$ cat src/rtl/seq_shift_add_multiplier_pkg.sv
// Shared definitions for the shift-and-add multiplier: FSM state codes and
// default operand/counter widths.
package mult_pkg;

  localparam int unsigned DEF_WIDTH  = 4;
  localparam int unsigned DEF_CWIDTH = $clog2(DEF_WIDTH + 1);
  localparam int unsigned STATE_W    = 3;

  // Controller states; codes 5-7 are unused and recover to S_IDLE.
  typedef enum logic [STATE_W-1:0] {
    S_IDLE  = 3'd0,
    S_LOAD  = 3'd1,
    S_ADD   = 3'd2,
    S_SHIFT = 3'd3,
    S_DONE  = 3'd4
  } state_t;

endpackage

$ cat src/rtl/seq_shift_add_multiplier_if.sv
// Request/result bundle of the multiplier: start + operands in, product and
// status out. The requester uses the master modport, the multiplier the slave.
interface seq_shift_add_multiplier_if #(
  parameter int unsigned WIDTH = 4
);

  logic                 start;
  logic [WIDTH-1:0]     data_in_1;
  logic [WIDTH-1:0]     data_in_2;
  logic [2*WIDTH-1:0]   o_product;
  logic                 busy;
  logic                 done;

  modport master (
    output start, data_in_1, data_in_2,
    input  o_product, busy, done
  );

  modport slave (
    input  start, data_in_1, data_in_2,
    output o_product, busy, done
  );

endinterface

$ cat src/rtl/seq_shift_add_multiplier_datapath.sv
// Datapath of the shift-and-add multiplier: accumulator A (with carry bit),
// multiplier register Q, multiplicand register M, adder, shifter, iteration
// down-counter and the registered product output.
module mult_datapath #(
  parameter int unsigned WIDTH  = 4,
  parameter int unsigned CWIDTH = $clog2(WIDTH + 1)
) (
  input  logic                 clk,
  input  logic                 clr,
  input  logic                 load,
  input  logic                 add_en,
  input  logic                 shift_en,
  input  logic [WIDTH-1:0]     m_in,
  input  logic [WIDTH-1:0]     q_in,
  output logic                 q0,
  output logic                 z_cnt,
  output logic [2*WIDTH-1:0]   product,
  output logic [CWIDTH-1:0]    count
);

  logic [WIDTH:0]     a;
  logic [WIDTH-1:0]   q;
  logic [WIDTH-1:0]   m;
  logic [CWIDTH-1:0]  cnt;
  logic [2*WIDTH-1:0] prod;
  logic [WIDTH:0]     sum;
  logic [2*WIDTH:0]   shifted;

  // Adder keeps the carry out in sum[WIDTH]; shifter moves it into A[WIDTH-1].
  always_comb begin
    sum     = {1'b0, a[WIDTH-1:0]} + {1'b0, m};
    shifted = {a, q} >> 1;
  end

  // The product register is written on the final shift so that it is already
  // valid in the DONE cycle, when done is asserted.
  always_ff @(posedge clk) begin
    if (clr) begin
      a    <= '0;
      q    <= '0;
      m    <= '0;
      cnt  <= '0;
      prod <= '0;
    end else if (load) begin
      a   <= '0;
      q   <= q_in;
      m   <= m_in;
      cnt <= CWIDTH'(WIDTH);
    end else if (add_en) begin
      if (q[0]) begin
        a <= sum;
      end
    end else if (shift_en) begin
      {a, q} <= shifted;
      cnt    <= cnt - 1'b1;
      if (cnt == CWIDTH'(1)) begin
        prod <= shifted[2*WIDTH-1:0];
      end
    end
  end

  // Status back to the controller and debug/result outputs.
  always_comb begin
    q0      = q[0];
    z_cnt   = (cnt == CWIDTH'(1));
    product = prod;
    count   = cnt;
  end

endmodule

$ cat src/rtl/seq_shift_add_multiplier.sv
// Sequential unsigned shift-and-add multiplier: controller FSM plus
// mult_datapath. One ADD/SHIFT pair per multiplier bit; done pulses for one
// cycle with the product valid on o_product.
module seq_shift_add_multiplier
  import mult_pkg::*;
#(
  parameter int unsigned WIDTH  = DEF_WIDTH,
  parameter int unsigned CWIDTH = $clog2(WIDTH + 1)
) (
  input  logic                      i_clk,
  input  logic                      i_rst,
  seq_shift_add_multiplier_if.slave bus,
  output logic [STATE_W-1:0]        p_STATE,
  output logic [CWIDTH-1:0]         Count_out
);

  state_t state;
  state_t state_next;

  logic load;
  logic add_en;
  logic shift_en;
  logic clr;
  logic q0;
  logic z_cnt;

  // State register; reset overrides any in-flight operation.
  always_ff @(posedge i_clk) begin
    if (i_rst) begin
      state <= S_IDLE;
    end else begin
      state <= state_next;
    end
  end

  // Next-state and control decode.
  always_comb begin
    state_next = S_IDLE;
    load       = 1'b0;
    add_en     = 1'b0;
    shift_en   = 1'b0;
    bus.busy   = 1'b0;
    bus.done   = 1'b0;
    clr        = i_rst;
    unique case (state)
      S_IDLE: begin
        state_next = bus.start ? S_LOAD : S_IDLE;
      end
      S_LOAD: begin
        load       = 1'b1;
        bus.busy   = 1'b1;
        state_next = S_ADD;
      end
      S_ADD: begin
        add_en     = 1'b1;
        bus.busy   = 1'b1;
        state_next = S_SHIFT;
      end
      S_SHIFT: begin
        shift_en   = 1'b1;
        bus.busy   = 1'b1;
        state_next = z_cnt ? S_DONE : S_ADD;
      end
      S_DONE: begin
        bus.busy   = 1'b1;
        bus.done   = 1'b1;
        state_next = S_IDLE;
      end
      default: begin
        state_next = S_IDLE;
      end
    endcase
  end

  mult_datapath #(
    .WIDTH  (WIDTH),
    .CWIDTH (CWIDTH)
  ) u_datapath (
    .clk      (i_clk),
    .clr      (clr),
    .load     (load),
    .add_en   (add_en),
    .shift_en (shift_en),
    .m_in     (bus.data_in_1),
    .q_in     (bus.data_in_2),
    .q0       (q0),
    .z_cnt    (z_cnt),
    .product  (bus.o_product),
    .count    (Count_out)
  );

  // Debug export of the current state code.
  always_comb begin
    p_STATE = state;
  end

  // q0 is consumed inside the datapath's add decision; kept as a debug tap.
  logic unused_q0;
  always_comb unused_q0 = q0;

endmodule

$ cat src/flat_wrapper.sv
// flat-port wrapper written by rule: the top's interface ports become plain ports
module seq_shift_add_multiplier_flat import mult_pkg::*;
#(
  parameter int unsigned WIDTH  = DEF_WIDTH,
  parameter int unsigned CWIDTH = $clog2(WIDTH + 1)
)
  (i_clk, i_rst, p_STATE, Count_out, bus_start, bus_data_in_1, bus_data_in_2, bus_o_product, bus_busy, bus_done);
  seq_shift_add_multiplier_if #(.WIDTH(WIDTH)) bus_i ();
  input  logic i_clk;
  input  logic i_rst;
  output logic [STATE_W-1:0] p_STATE;
  output logic [CWIDTH-1:0] Count_out;
  input wire logic [$bits(bus_i.start)-1:0] bus_start;
  input wire logic [$bits(bus_i.data_in_1)-1:0] bus_data_in_1;
  input wire logic [$bits(bus_i.data_in_2)-1:0] bus_data_in_2;
  output wire logic [$bits(bus_i.o_product)-1:0] bus_o_product;
  output wire logic [$bits(bus_i.busy)-1:0] bus_busy;
  output wire logic [$bits(bus_i.done)-1:0] bus_done;
  assign bus_i.start = bus_start;
  assign bus_i.data_in_1 = bus_data_in_1;
  assign bus_i.data_in_2 = bus_data_in_2;
  assign bus_o_product = bus_i.o_product;
  assign bus_busy = bus_i.busy;
  assign bus_done = bus_i.done;
  seq_shift_add_multiplier #(.WIDTH(WIDTH), .CWIDTH(CWIDTH)) u_core (.i_clk(i_clk), .i_rst(i_rst), .bus(bus_i), .p_STATE(p_STATE), .Count_out(Count_out));
endmodule
$ cat config.mk
export PLATFORM = sky130hd
export DESIGN_NAME = seq_shift_add_multiplier_flat
export DESIGN_NICKNAME = d
export VERILOG_FILES = /design/src/rtl/seq_shift_add_multiplier_pkg.sv /design/src/rtl/seq_shift_add_multiplier_if.sv /design/src/rtl/seq_shift_add_multiplier_datapath.sv /design/src/rtl/seq_shift_add_multiplier.sv /design/src/flat_wrapper.sv
export SDC_FILE = /design/constraint.sdc
export NUM_CORES = 1
export LEC_CHECK = 0
export ABC_AREA = 0
export BUFFER_PORTS_ARGS = -buffer_cell sky130_fd_sc_hd__buf_2
export CORE_ASPECT_RATIO = 1.1
export CORE_MARGIN = 2
export CORE_UTILIZATION = 53
export DETAILED_ROUTE_END_ITERATION = 12
export PLACE_DENSITY = 0.82
export SLEW_MARGIN = 15
export SYNTH_ARGS = -nofsm -noshare
export SYNTH_HDL_FRONTEND = slang
export SYNTH_SLANG_ARGS = --single-unit
$ cat constraint.sdc
create_clock -name i_clk -period 1.85 [get_ports i_clk]
set_clock_uncertainty 0.2 [all_clocks]
set_input_delay 0.0925 -clock i_clk [delete_from_list [all_inputs] [get_ports i_clk]]
set_output_delay 0.0925 -clock i_clk [all_outputs]
set_load 0.02 [all_outputs]
==> impl_metrics.xml <==
<?xml version="1.0" encoding="UTF-8"?>
<metrics>
  <group name="outcome">
    <metric name="status" unit="">complete, no violations</metric>
  </group>
  <group name="clocking">
    <metric name="cts.reportedPaths.clkPinSlew" unit="ns">0.14</metric>
    <metric name="htree_num_levels" unit="">1</metric>
    <metric name="cts_buffers" unit="">3</metric>
    <metric name="clockRootBuffer" unit="">clkbuf_4</metric>
    <metric name="ctsLongestPathBuffers" unit="">2</metric>
    <metric name="tritoncts" unit="">yes</metric>
    <metric name="cts_num_sinks" unit="">27</metric>
    <metric name="clock_latency" unit="ns">0.33</metric>
  </group>
  <group name="critical_path">
    <metric name="critPathMaxFanout" unit="">4</metric>
    <metric name="worst-setup-path-type" unit="">register to register</metric>
    <metric name="timing.critical_path.to_type" unit="">register</metric>
    <metric name="biggest_cell_delay_along_the_critical_path" unit="ns">0.38</metric>
    <metric name="critPathArrivalTime" unit="ns">1.78</metric>
    <metric name="startpoint_type" unit="">register</metric>
    <metric name="critical_path.top_delay_family" unit="">adder cells</metric>
    <metric name="worst-endpoint-required" unit="ns">1.92</metric>
    <metric name="highest_delay_cell_along_the_critical_path" unit="">dfxtp_2</metric>
    <metric name="worst-path-buf-inv" unit="">1</metric>
    <metric name="crit_path_cell_trace" unit="">ha_1 &gt; inv_1 &gt; fa_2 &gt; nor2b_1 &gt; o21a_1 &gt; o211ai_1 &gt; a21oi_1</metric>
    <metric name="reg2reg_setup_slack" unit="ns">0.15</metric>
  </group>
  <group name="timing">
    <metric name="post-route-period-util" unit="%">92.1</metric>
    <metric name="worst_slew_pin_slew" unit="ns">0.451</metric>
    <metric name="clock.fmax" unit="GHz">0.587</metric>
    <metric name="setup_viol" unit="">0</metric>
    <metric name="rsz0062_at_grt" unit="">false</metric>
    <metric name="period_needed" unit="ns">1.70</metric>
    <metric name="setup-tns-final" unit="ns">0</metric>
    <metric name="timing.slew.headroom" unit="%">70.0</metric>
    <metric name="finalHoldViolCount" unit="">0</metric>
    <metric name="slew_violations" unit="">0</metric>
  </group>
  <group name="final_layout">
    <metric name="ratio_of_cells_with_drive_above_1_in_the_final_layout" unit="%">22.9</metric>
    <metric name="num_antenna_cells" unit="">0</metric>
    <metric name="design.final.nets" unit="">194</metric>
    <metric name="stdcell_area" unit="mm²">0.00159</metric>
    <metric name="instances_no_fill" unit="">205</metric>
    <metric name="syn_to_final_growth" unit="%">22.9</metric>
    <metric name="n_fill_cell" unit="">179</metric>
    <metric name="utilization" unit="%">69.7</metric>
  </group>
  <group name="hold_path">
    <metric name="hold_path_class" unit="">register to register</metric>
  </group>
  <group name="synth">
    <metric name="syn_area_per_cell" unit="µm²">9.49</metric>
    <metric name="yosys.cell_types.count" unit="">32</metric>
    <metric name="syn-num-nets" unit="">154</metric>
    <metric name="synth_area" unit="mm²">0.00129</metric>
    <metric name="synth_seq_cells" unit="">27</metric>
    <metric name="share_of_synthesized_area_occupied_by_flip_flops_and_latches" unit="%">41.9</metric>
    <metric name="ys.warnings.count" unit="">0</metric>
    <metric name="synth_cells" unit="">136</metric>
  </group>
  <group name="die">
    <metric name="die_height" unit="µm">55.7</metric>
    <metric name="horizontal_extent_of_the_die" unit="µm">51.0</metric>
    <metric name="row_count" unit="">18</metric>
    <metric name="core_region_area" unit="mm²">0.00227</metric>
    <metric name="top_level_ports" unit="">27</metric>
    <metric name="die_area" unit="mm²">0.00285</metric>
    <metric name="start_util" unit="%">56.7</metric>
  </group>
  <group name="power">
    <metric name="p_leak" unit="nW">0.660</metric>
    <metric name="tot_pwr" unit="W">0.00108</metric>
    <metric name="powerDensity" unit="mW/mm²">682</metric>
    <metric name="irDropWorstVdd" unit="mV">0.596</metric>
  </group>
  <group name="placed_design">
    <metric name="place.gp.congestion" unit="">0.768</metric>
    <metric name="numPortBuffers" unit="">26</metric>
    <metric name="place.detailed.instances" unit="">191</metric>
    <metric name="standard_cell_area_after_detailed_placement" unit="mm²">0.00146</metric>
    <metric name="dp.final_hpwl" unit="µm">1900</metric>
  </group>
  <group name="grt">
    <metric name="global_route.usage.total" unit="%">21.0</metric>
    <metric name="gr-total-overflow" unit="">0</metric>
    <metric name="grt_first_pass_wirelength" unit="µm">4570</metric>
    <metric name="grt_start_max_net_pins" unit="">26</metric>
    <metric name="grt_pass1_vias" unit="">1093</metric>
    <metric name="antenna_found_initial" unit="">0</metric>
  </group>
  <group name="routing">
    <metric name="detailedRoute.firstIterationViolations" unit="">11</metric>
    <metric name="dr_total_vias" unit="">1081</metric>
    <metric name="detailedRoute.firstPassIterationCount" unit="">4</metric>
    <metric name="wire_per_inst" unit="µm">12.9</metric>
    <metric name="antenna_violating_nets_post_route" unit="">0</metric>
    <metric name="route.final.wire_length" unit="µm">2650</metric>
    <metric name="drc" unit="">0</metric>
    <metric name="vias_cell" unit="">5.27</metric>
  </group>
  <group name="job">
    <metric name="max-cap-violations" unit="">0</metric>
  </group>
</metrics>
## kinds of logic (layout without fill, tap and decap cells)
group / after synthesis / in the layout / synth area share (%)
muxes: 18 / 18 / 14.0
buffers and inverters: 12 / 51 / 4.85
adders and majority gates: 7 / 7 / 7.37
DFF: 27 / 27 / 41.9
AOI/OAI and AO/OA: 22 / 22 / 11.3
xor gates and xnor gates: 4 / 4 / 2.72
and+or+nand+nor: 46 / 46 / 17.8
## power breakdown
part	total [W]	leakage [nW]	internal, W	switching (W)
Combinational	0.000188	0.425	0.0000870	0.000101
Sequential	0.000634	0.220	0.000606	0.0000274
Clock	0.000260	0.0150	0.0000847	0.000176
Total	0.00108	0.660	0.000778	0.000304
## worst register-to-register path, cell delays in order, from the launching register on
cell and delay [ns]:
dfxtp_2 0.38, ha_1 0.17, inv_1 0.06, fa_2 0.35, nor2b_1 0.13, o21a_1 0.12, o211ai_1 0.08, a21oi_1 0.16
## worst paths after layout
path / end / cells past startpoint / start
min: u_core.u_datapath.count[1] / 2 / u_core.u_datapath.count[1]
max reg2reg: u_core.u_datapath.a[4] / 7 / u_core.u_datapath.a[0]
min reg2reg: u_core.u_datapath.count[1] / 2 / u_core.u_datapath.count[1]
max: u_core.u_datapath.a[4] / 7 / u_core.u_datapath.a[0]
## synthesized netlist by cell type
cell	n	share of area, %
nand3_1	1	0.39
o21ai_0	2	0.78
o31ai_1	1	0.58
nor3_1	1	0.39
or2_2	1	0.49
a21oi_1	6	2.3
dfxtp_1	27	42
nand2b_1	2	0.97
buf_2	2	0.78
fa_1	1	1.6
ha_1	6	5.8
nand2_1	4	1.2
nor3b_2	1	0.97
inv_1	6	1.7
a21o_1	1	0.58
o211ai_1	2	1.2
a211oi_1	6	3.5
o21ai_1	1	0.39
a2111oi_0	1	0.68
xnor2_1	4	2.7
nor3_4	1	1.3
nand2b_4	1	1.1
buf_6	2	1.7
nor2b_1	2	0.97
o21a_1	1	0.58
mux2i_1	18	14
nor2_1	28	8.1
a41o_1	1	0.78
nand3b_1	1	0.58
clkbuf_1	2	0.58
and2_1	1	0.49
nor4_1	2	0.97
## through the flow
| step | worst slack, ns | hold slack (ns) |
|---|---|---|
| floorplan | 0.0971 | -0.0178 |
| global placement | 0.136 | 0.124 |
| detailed placement | 0.0954 | 0.138 |
| CTS | 0.0640 | 0.280 |
| global route | 0.0334 | 0.328 |
| finish | 0.145 | 0.278 |
## area by class of cell
type / instances / area, µm² / share of cell area [%]
multi-input cells: 97 / 689 / 43.5
flip-flops and latches: 27 / 542 / 34.2
repair buffers: 41 / 268 / 16.9
well taps: 30 / 37.5 / 2.37
clock buffers: 4 / 26.3 / 1.66
inverters: 6 / 22.5 / 1.42
## state kept, by name, indices dropped and copies added, names as in the netlist
| name | cells |
|---|---|
| u_core.u_datapath.count | 3 |
| u_core.u_datapath.q | 4 |
| u_core.u_datapath.a | 5 |
| u_core.u_datapath.m | 4 |
| u_core.p_STATE | 3 |
| u_core.u_datapath.product | 8 |
## routing by layer
| metal | GRT usage [%] | up-vias | wire length (µm) |
|---|---|---|---|
| met1 | 26.0 | 499 | 1260 |
| met5 | 0 | - | 0 |
| li1 | - | 549 | - |
| met3 | 3.76 | 7 | 97 |
| met2 | 33.2 | 26 | 1230 |
| met4 | 12.7 | 0 | 60 |
## placed cells by master (no fill, tap or decap), types with 4 or more instances in the layout
cell type and count:
a211oi_1 6, a21oi_1 6, buf_2 26, buf_4 5, dfxtp_1 26, dlygate4sd3_1 10
ha_1 6, inv_1 6, mux2i_1 18, nand2_1 4, nor2_1 28, xnor2_1 4
## timing repair
action | CTS | global route
resized for setup | 0 | 2
setup buffers | 0 | 0
hold buffers | 10 | 0
setup endpoints to repair | 0 | 2
hold endpoints to repair | 15 | 0
Power figures use the tool's default switching activity.
